`config.mk`:
```
export PLATFORM = sky130hd
export DESIGN_NAME = register_write_arbiter_flat
export DESIGN_NICKNAME = d
export VERILOG_FILES = /design/src/rtl/register_write_arbiter_pkg.sv /design/src/rtl/register_write_arbiter_if.sv /design/src/rtl/register_write_arbiter_rr_arbiter.sv /design/src/rtl/register_write_arbiter.sv /design/src/flat_wrapper.sv
export SDC_FILE = /design/constraint.sdc
export NUM_CORES = 1
export LEC_CHECK = 0
export ABC_AREA = 1
export CAP_MARGIN = 25
export CORE_MARGIN = 2
export CORE_UTILIZATION = 41
export DETAILED_ROUTE_END_ITERATION = 12
export GPL_TIMING_DRIVEN = 0
export MAX_ROUTING_LAYER = met4
export PLACE_DENSITY = 0.82
export SLEW_MARGIN = 10
export SYNTH_ARGS = -nofsm -noshare
export SYNTH_HDL_FRONTEND = slang
export SYNTH_SLANG_ARGS = --single-unit
```
`constraint.sdc`:
```
create_clock -name clk -period 2.8 [get_ports clk]
set_input_delay 0.56 -clock clk [delete_from_list [all_inputs] [get_ports clk]]
set_output_delay 0.56 -clock clk [all_outputs]
set_load 0.01 [all_outputs]
```
`src/rtl/register_write_arbiter_pkg.sv`:
```
// Shared types and helpers for the register write arbiter and its round-robin core.
package register_write_arbiter_pkg;

   typedef enum logic {INIT = 1'b0, RUN = 1'b1} state_t;

   localparam int DEF_BITS       = 32;
   localparam int DEF_REGISTERS  = 16;
   localparam int DEF_REQUESTERS = 4;

   // Index width for n entries; never narrower than one bit.
   function automatic int idx_width(input int n);
      return (n > 1) ? $clog2(n) : 1;
   endfunction

endpackage

```
`src/rtl/register_write_arbiter_if.sv`:
```
// Requester-side bus and register-file strobes of the write arbiter.
interface register_write_arbiter_if
   import register_write_arbiter_pkg::*;
#(
   parameter int BITS       = DEF_BITS,
   parameter int REGISTERS  = DEF_REGISTERS,
   parameter int REQUESTERS = DEF_REQUESTERS,
   parameter int IDXW       = idx_width(REGISTERS)
);
   logic                         freeze;
   logic [REQUESTERS-1:0]        req;
   logic [REQUESTERS-1:0]        req_clr;
   logic [REQUESTERS*IDXW-1:0]   req_idx;
   logic [REQUESTERS*BITS-1:0]   req_data;
   logic [REQUESTERS-1:0]        ack;
   logic [REQUESTERS-1:0]        err;
   logic [BITS-1:0]              wr_data;
   logic [REGISTERS-1:0]         load_enable;
   logic [REGISTERS-1:0]         reg_clr;
   logic                         busy;

   modport master (
      output freeze, req, req_clr, req_idx, req_data,
      input  ack, err, wr_data, load_enable, reg_clr, busy
   );

   modport slave (
      input  freeze, req, req_clr, req_idx, req_data,
      output ack, err, wr_data, load_enable, reg_clr, busy
   );
endinterface

```
`src/rtl/register_write_arbiter_rr_arbiter.sv`:
```
// Combinational round-robin pick: first eligible requester at or after ptr, wrapping.
module rr_arbiter
   import register_write_arbiter_pkg::*;
#(
   parameter int N  = DEF_REQUESTERS,
   parameter int PW = idx_width(N)
) (
   input  logic [N-1:0]  req,
   input  logic [N-1:0]  mask,
   input  logic [PW-1:0] ptr,
   output logic [N-1:0]  grant,
   output logic [PW-1:0] win,
   output logic          any
);
   logic [N-1:0] elig;
   int           j;

   assign elig = req & ~mask;

   always_comb begin
      grant = '0;
      win   = '0;
      any   = 1'b0;
      j     = 0;
      for (int k = 0; k < N; k++) begin
         j = int'(ptr) + k;
         if (j >= N) j = j - N;
         if (!any && elig[j]) begin
            any      = 1'b1;
            grant[j] = 1'b1;
            win      = PW'(j);
         end
      end
   end
endmodule

```
`src/rtl/register_write_arbiter.sv`:
```
// Round-robin owner of the register file write port; one clear-all after reset, then one write per cycle.
module register_write_arbiter
   import register_write_arbiter_pkg::*;
#(
   parameter int BITS       = DEF_BITS,
   parameter int REGISTERS  = DEF_REGISTERS,
   parameter int REQUESTERS = DEF_REQUESTERS,
   parameter int IDXW       = idx_width(REGISTERS)
) (
   input logic                  clk,
   input logic                  clr_n,
   register_write_arbiter_if.slave bus
);
   localparam int PW = idx_width(REQUESTERS);

   state_t                state;
   logic [PW-1:0]         ptr;
   logic [PW-1:0]         win;
   logic [REQUESTERS-1:0] mask;
   logic [REQUESTERS-1:0] grant;
   logic [REQUESTERS-1:0] req_gated;
   logic                  any;

   logic [REQUESTERS-1:0] ack_q;
   logic [REQUESTERS-1:0] err_q;
   logic [BITS-1:0]       wr_q;
   logic [REGISTERS-1:0]  le_q;
   logic [REGISTERS-1:0]  rc_q;
   logic                  busy_q;

   logic [IDXW-1:0]       w_idx;
   logic [BITS-1:0]       w_data;
   logic                  w_clr;
   logic                  w_valid;
   logic [REGISTERS-1:0]  strobe;

   // No grants while initialising or frozen.
   assign req_gated = bus.req & {REQUESTERS{(state == RUN) && !bus.freeze}};

   rr_arbiter #(.N(REQUESTERS), .PW(PW)) u_rr (
      .req   (req_gated),
      .mask  (mask),
      .ptr   (ptr),
      .grant (grant),
      .win   (win),
      .any   (any)
   );

   assign w_idx   = bus.req_idx[int'(win)*IDXW +: IDXW];
   assign w_data  = bus.req_data[int'(win)*BITS +: BITS];
   assign w_clr   = bus.req_clr[win];
   assign w_valid = int'(w_idx) < REGISTERS;

   always_comb begin
      strobe = '0;
      if (w_valid) strobe[w_idx] = 1'b1;
   end

   always_ff @(posedge clk or negedge clr_n) begin
      if (!clr_n) begin
         state  <= INIT;
         ptr    <= '0;
         mask   <= '0;
         ack_q  <= '0;
         err_q  <= '0;
         wr_q   <= '0;
         le_q   <= '0;
         rc_q   <= '0;
         busy_q <= 1'b1;
      end else begin
         ack_q <= '0;
         err_q <= '0;
         le_q  <= '0;
         rc_q  <= '0;
         // Mask only ever covers the cycle right after a grant.
         mask  <= '0;
         case (state)
            INIT: begin
               rc_q   <= '1;
               busy_q <= 1'b1;
               state  <= RUN;
            end
            RUN: begin
               busy_q <= 1'b0;
               if (any) begin
                  ack_q <= grant;
                  mask  <= grant;
                  ptr   <= (win == PW'(REQUESTERS-1)) ? '0 : win + 1'b1;
                  if (!w_valid) begin
                     err_q <= grant;
                  end else if (w_clr) begin
                     rc_q <= strobe;
                  end else begin
                     le_q <= strobe;
                     wr_q <= w_data;
                  end
               end
            end
            default: state <= INIT;
         endcase
      end
   end

   assign bus.ack         = ack_q;
   assign bus.err         = err_q;
   assign bus.wr_data     = wr_q;
   assign bus.load_enable = le_q;
   assign bus.reg_clr     = rc_q;
   assign bus.busy        = busy_q;
endmodule

```
`src/flat_wrapper.sv`:
```
// flat-port wrapper written by rule: the top's interface ports become plain ports
module register_write_arbiter_flat import register_write_arbiter_pkg::*;
#(
   parameter int BITS       = DEF_BITS,
   parameter int REGISTERS  = DEF_REGISTERS,
   parameter int REQUESTERS = DEF_REQUESTERS,
   parameter int IDXW       = idx_width(REGISTERS)
)
  (clk, clr_n, bus_freeze, bus_req, bus_req_clr, bus_req_idx, bus_req_data, bus_ack, bus_err, bus_wr_data, bus_load_enable, bus_reg_clr, bus_busy);
  register_write_arbiter_if #(.BITS(BITS), .REGISTERS(REGISTERS), .REQUESTERS(REQUESTERS), .IDXW(IDXW)) bus_i ();
  input logic clk;
  input logic clr_n;
  input wire logic [$bits(bus_i.freeze)-1:0] bus_freeze;
  input wire logic [$bits(bus_i.req)-1:0] bus_req;
  input wire logic [$bits(bus_i.req_clr)-1:0] bus_req_clr;
  input wire logic [$bits(bus_i.req_idx)-1:0] bus_req_idx;
  input wire logic [$bits(bus_i.req_data)-1:0] bus_req_data;
  output wire logic [$bits(bus_i.ack)-1:0] bus_ack;
  output wire logic [$bits(bus_i.err)-1:0] bus_err;
  output wire logic [$bits(bus_i.wr_data)-1:0] bus_wr_data;
  output wire logic [$bits(bus_i.load_enable)-1:0] bus_load_enable;
  output wire logic [$bits(bus_i.reg_clr)-1:0] bus_reg_clr;
  output wire logic [$bits(bus_i.busy)-1:0] bus_busy;
  assign bus_i.freeze = bus_freeze;
  assign bus_i.req = bus_req;
  assign bus_i.req_clr = bus_req_clr;
  assign bus_i.req_idx = bus_req_idx;
  assign bus_i.req_data = bus_req_data;
  assign bus_ack = bus_i.ack;
  assign bus_err = bus_i.err;
  assign bus_wr_data = bus_i.wr_data;
  assign bus_load_enable = bus_i.load_enable;
  assign bus_reg_clr = bus_i.reg_clr;
  assign bus_busy = bus_i.busy;
  register_write_arbiter #(.BITS(BITS), .REGISTERS(REGISTERS), .REQUESTERS(REQUESTERS), .IDXW(IDXW)) u_core (.clk(clk), .clr_n(clr_n), .bus(bus_i));
endmodule
```
* After elaboration in Yosys (flattened, before gate mapping)
Cells that the tools add are included.
** Word-level totals
- Input port bits :: 155
- Bits in registers :: 72
- Output and inout bits :: 73
- Word-level logic and storage cells :: 106
** Cells by class
- Shift-type cells :: 2
- Add/sub/neg operators :: 8
- Bitwise logic cells :: 8
- Reductions and logical operators :: 15
- Magnitude comparators :: 15
- Equal/unequal tests :: 1
- Muxes and demuxes :: 50
** Operators with widths (count)
- $ge 32x1->1 const B :: 4
- $lt 32x4->1 const B :: 4
- $mux 32 :: 4
- $shiftx 128x8->32 :: 1
- $mux 16 :: 5
- $pmux 16 s2 :: 1
- $mux 4 :: 6
- $mux 1 :: 18
- $shiftx 16x5->4 :: 1
- $or 4x4->4 :: 3
- $sub 3x3->4 const B :: 3
- $bmux 1 s2 :: 5
- $mux 2 :: 5
- $ge 3x3->1 const B :: 3
- $logic_and 1x1->1 :: 9
- $and 4x4->4 :: 2
- $demux 1 s2 :: 4
- $add 2x2->3 const B :: 2
- $lt 4x5->1 const B :: 1
- $demux 1 s4 :: 1
- $ge 4x1->1 const B :: 1
- $logic_not 1->1 :: 4
- $not 4->4 :: 1
- $sub 2x3->4 const B :: 1
- other kinds (9) :: 10

* Logic depth before layout (Yosys ltp)
- Depth in word-level cells :: 25
- Gate-level depth with buffers :: 20
- Depth with buffers taken out :: 17

* By module
Synthesis repeated with hierarchy kept, for this count alone.
** Unflattened totals
- Cell total of the unflattened synthesis :: 655
- Area total of the unflattened synthesis :: 4544.4 µm²
** Modules (own cells, without submodules)
- register_write_arbiter :: cells an instance 564, seq. area each 1803.0 µm², instances 1, area each 4003.8 µm²
- rr_arbiter :: cells an instance 91, seq. area each 0.0 µm², instances 1, area each 540.5 µm²

* Worst setup path after synthesis
No wires, ideal clock.
- Path type :: reg2reg
- Start point :: register u_core.ptr[0]
- End point :: register u_core.wr_q[21], in the netlist u_core.bus.wr_data[21]
- Library setup time :: 0.118 ns
- Buffers on the path :: 3
- Period minus slack after synthesis :: 2.493 ns
- Arrival :: 2.375 ns
- Stages on the path, launching flop included :: 16
- Data required time :: 2.682 ns
- Path slack :: 0.307 ns
- Cells stage by stage :: dfrtp_1 -> inv_2 -> ha_1 -> inv_1 -> nand3_1 -> nand2_1 -> nand3_2 -> nand3_2 -> nand3_2 -> buf_6 -> buf_4 -> buf_2 -> o211ai_1 -> o21ai_0 -> nand3_1 -> nand2_1
** On the way
- Longest elaborated chain between the ends :: 19
- Elaborated cells on any way between the ends :: 46
- Those cells by class :: add/sub (7); order compare (4); shift (1); mux (26); bitwise (1); reduce/logical (7)
** Ends and longest elaborated chain
- from (decl) :: RTL line register_write_arbiter.sv:17 : logic [PW-1:0] ptr;
- from (signal assigned) :: RTL line register_write_arbiter.sv:88 : ptr <= (win == PW'(REQUESTERS-1)) ? '0 : win + 1'b1;
- branches (longest 19 deep; another with $sub 3x3->4)
- to (signal assigned) :: RTL line register_write_arbiter.sv:95 : wr_q <= w_data;
- to (decl) :: RTL line register_write_arbiter.sv:26 : logic [BITS-1:0] wr_q;
Parallel ways; which one is timed is not known. The select of a mux whose other input is x is not followed.
A chain may end at the register's enable or synchronous reset.

* Worst setup path after layout
- Start point :: input port bus_req[0]
- End point :: register u_core.wr_q[21], in the netlist u_core.bus.wr_data[21]
** On the way
- Longest elaborated chain between the ends :: 19
- Elaborated cells on any way between the ends :: 33
- Those cells by class :: shift (1); mux (22); bitwise (3); reduce/logical (7)
** Ends and longest elaborated chain
- from (decl) :: RTL line flat_wrapper.sv:14 : input wire logic [$bits(bus_i.req)-1:0] bus_req;
- $and 4x4->4 * :: RTL line register_write_arbiter.sv:38 : assign req_gated = bus.req & {REQUESTERS{(state == RUN) && !bus.freeze}};
- $and 4x4->4 * :: RTL line register_write_arbiter_rr_arbiter.sv:18 : assign elig = req & ~mask;
- branches (longest 17 deep; another with $bmux 1 s2)
Mark *: on every way between the ends. The select of a mux whose other input is x is not followed.

==> flow_metrics.env <==
export IMPL_fin_area_mm2=0.00747
export IMPL_cts_buffer_depth=2
export IMPL_grt_pass1_vias=4821
export IMPL_drtIter0Drc=254
export IMPL_final_max_slew_viol_count=0
export IMPL_crit_path_top_delay_cell="clkdlybuf4s50_1"
export IMPL_first_pass_iters=4
export IMPL_crit_fanout=10
export IMPL_hold_ws_ns=0.116
export IMPL_worstSkewPairLatency_ns=0.35
export IMPL_synth_simple_gate_area_share=0.337
export IMPL_io_pins=228
export IMPL_io_buffers=223
export IMPL_skew_ns=0.0146
export IMPL_period_needed_ns=2.72
export IMPL_synth_area_mm2=0.00459
export IMPL_setup_viol=0
export IMPL_placed_area_mm2=0.00703
export IMPL_cts_hold_fix_buffers=0
export IMPL_via_per_inst=5.05
export IMPL_status="complete, no violations"
export IMPL_switching_power_mw=6.31
export IMPL_antenna_cells=0
export IMPL_drt_wl_total_um=15600
export IMPL_ir_drop_uv=670
export IMPL_grt_use_total=0.260
export IMPL_clk_pin_slew_ns=0.09
export IMPL_setup_tns_ns=0
export IMPL_drive_gt1_frac=0.121
export IMPL_synth_fa_ha_area_frac=0.0218
export IMPL_initial_utilization=0.422
export IMPL_max_clock_freq_mhz=367
export IMPL_place_congestion=0.906
export IMPL_ys_warn_count=0
export IMPL_fin_crit_sh=0.972
export IMPL_final_cells=1035
export IMPL_crit_type="in2reg"
export IMPL_ant_nets=0
export IMPL_synthMuxAreaShare=0
export IMPL_pwr_share_seq=0.146
export IMPL_grt_ovfl_total=0
export IMPL_cts_buffers=9
export IMPL_dpl_hpwl_um=11700
export IMPL_maxCapViolations=0
export IMPL_cellLeakagePower_nw=3.51
export IMPL_fp_dieArea_mm2=0.0121
export IMPL_dp_cells=1011
export IMPL_drcViolationCount=0
export IMPL_synth_cells=644
export IMPL_crit_path_frequent_cell="nand3_1"
export IMPL_seq_area_frac_synth=0.393
export IMPL_antenna_found_initial=0
export IMPL_utilization=0.687
export IMPL_worstPathCellList="clkdlybuf4s50_1 -> inv_1 -> nor2_1 -> nand3_1 -> nand3_1 -> nand2_4 -> nand3_4 -> nand2_2 -> nand2_4 -> nand3_2 -> buf_6 -> buf_4 -> buf_4 -> o211ai_1 -> o21ai_1 -> nand3_1 -> nand2_1"
export IMPL_cp_arrival_ns=2.95
export IMPL_cts_tree="done"
export IMPL_worstPathRequired_ns=3.03
export IMPL_reg2reg_depth=16
export IMPL_cpPeakStageDelay_ns=0.45
export IMPL_yosys_cell_types_count=30
export IMPL_powerDensity_mw_per_mm2=1580
export IMPL_die_x_um=110
export IMPL_dieHeight_um=110
export IMPL_synth_compound_area_frac=0.137
export IMPL_internal_power_mw=5.51
export IMPL_synth_xor_area_frac=0
export IMPL_fp_row_count=38
export IMPL_start_kind="input port"
export IMPL_clock_sinks=72
export IMPL_vias=5223
export IMPL_root_buffer="clkbuf_8"
export IMPL_p_sw_frac=0.534
export IMPL_grt_pass1_wl_um=23600
export IMPL_routedWlPerCell_um=15.1
export IMPL_grt_max_degree=48
export IMPL_synthTopCellsByArea="dfrtp_1 39%, nand2_1 15%, nand3_1 8.6%, o21ai_0 5.7%, o211ai_1 5.2%"
export IMPL_core_mm2=0.0109
export IMPL_ys_ff_latch=72
export IMPL_synth_top_family_by_area="simple AND/OR/NAND/NOR gates"
export IMPL_hold_viol_final=0
export IMPL_synth_top_cell_by_area="dfrtp_1"
export IMPL_htreeDepth=3
export IMPL_synth_avg_cell_area_um2=7.13
export IMPL_nets=1053
export IMPL_end_kind="register"
export IMPL_syn2layout_area_growth_pct=62.8
export IMPL_synth_top_cell_area_share=0.387
export IMPL_combPwrFrac=0.781
export IMPL_p_clk_frac=0.073
export IMPL_hold_class="in2async"
cells in the final DEF (no fill, tap or decap), types with 16 or more instances in the layout:
cell / synthesis / final
o211ai_1: 32 / 32
nand2_1: 180 / 174
dfrtp_1: 71 / 69
inv_1: 59 / 58
buf_4: 10 / 26
o21ai_1: 14 / 18
nand4_1: 16 / 16
o21ai_0: 52 / 48
clkdlybuf4s50_1: 0 / 221
nand3_1: 79 / 75
nor2_1: 54 / 52
area by class of cell:
cell class,count,area [µm²]
Timing Repair Buffer,232,2320
Inverter,62,238
Clock inverter,6,68.8
Sequential cell,72,1810
Fill cell,959,3410
Clock buffer,10,138
Multi-Input combinational cell,468,2420
Buffer,45,312
Tap cell,140,175
routing by layer:
metal	share of wire	global-route usage
met1	0.41	0.326
met2	0.50	0.434
met3	0.060	0.0379
met4	0.022	0.0759
met5	0	-
metrics by stage:
step	setup WS, ns	power (mW)
finish	0.0776	11.8
global route	-0.0514	12.9
CTS	0.00645	11.2
detailed placement	-0.543	10.2
global placement	-1.27	10.1
floorplan	0.307	7.44
synthesized netlist by cell type (all sizes together):
cell type,count
a21boi,1
a221oi,1
a22oi,2
buf,37
clkbuf,8
conb,2
dfrtp,71
dfstp,1
ha,8
inv,62
nand2,186
nand3,84
nand4,16
nor2,64
o2111ai,2
o211ai,32
o21ai,66
o221ai,1
flip-flops by register name, summed over array words and instances, names as in the netlist:
| register | count |
|---|---|
| u_core.bus.reg_clr | 16 |
| u_core.state | 1 |
| u_core.bus.load_enable | 16 |
| u_core.mask | 4 |
| u_core.bus.wr_data | 32 |
| u_core.ptr | 2 |
| u_core.bus.busy | 1 |
worst max-delay path, delay by kind of cell:
family,cells,cell delay [ns]
AO/OA/AOI/OAI,2,0.30
AND/OR/NAND/NOR,10,1.06
buffers and inverters,5,1.02
worst paths after layout:
check / startpoint / endpoint / slack [ns]
worst min-delay path: clr_n / u_core.bus.reg_clr[1] / 0.12
worst max register to register: u_core.ptr[0] / u_core.bus.wr_data[13] / 0.19
worst min register to register: u_core.bus.wr_data[6] / u_core.bus.wr_data[6] / 0.48
worst max-delay path: bus_req[0] / u_core.bus.wr_data[21] / 0.08
min in group clk: u_core.bus.wr_data[6] / u_core.bus.wr_data[6] / 0.48
max in group asynchronous: clr_n / u_core.bus.load_enable[3] / 2.14
what timing repair did:
| item | CTS | global route |
|---|---|---|
| hold endpoints to repair | 0 | 0 |
| gates resized for setup | 14 | 48 |
| buffers inserted | 2 | 6 |
| pin swaps | 0 | 13 |
| endpoints found under the setup margin | 65 | 64 |
cell families after synthesis:
group           Yosys count
other cells               2
buf+inv                 107
compound gates          105
fa+ha+maj                 8
flops                    72
simple gates            350
power by group through the flow:
stage          sequential [mW]  clock (mW)  combinational (mW)
3_3_place_gp              1.75           0                8.35
6_report                  1.72       0.862                9.24
2_1_floorplan             1.94           0                5.50
4_1_cts                   1.72       0.871                8.65
3_5_place_dp              1.76           0                8.47
5_1_grt                   1.77       0.917                10.2
Note: power is estimated with default switching activity, not from simulation.
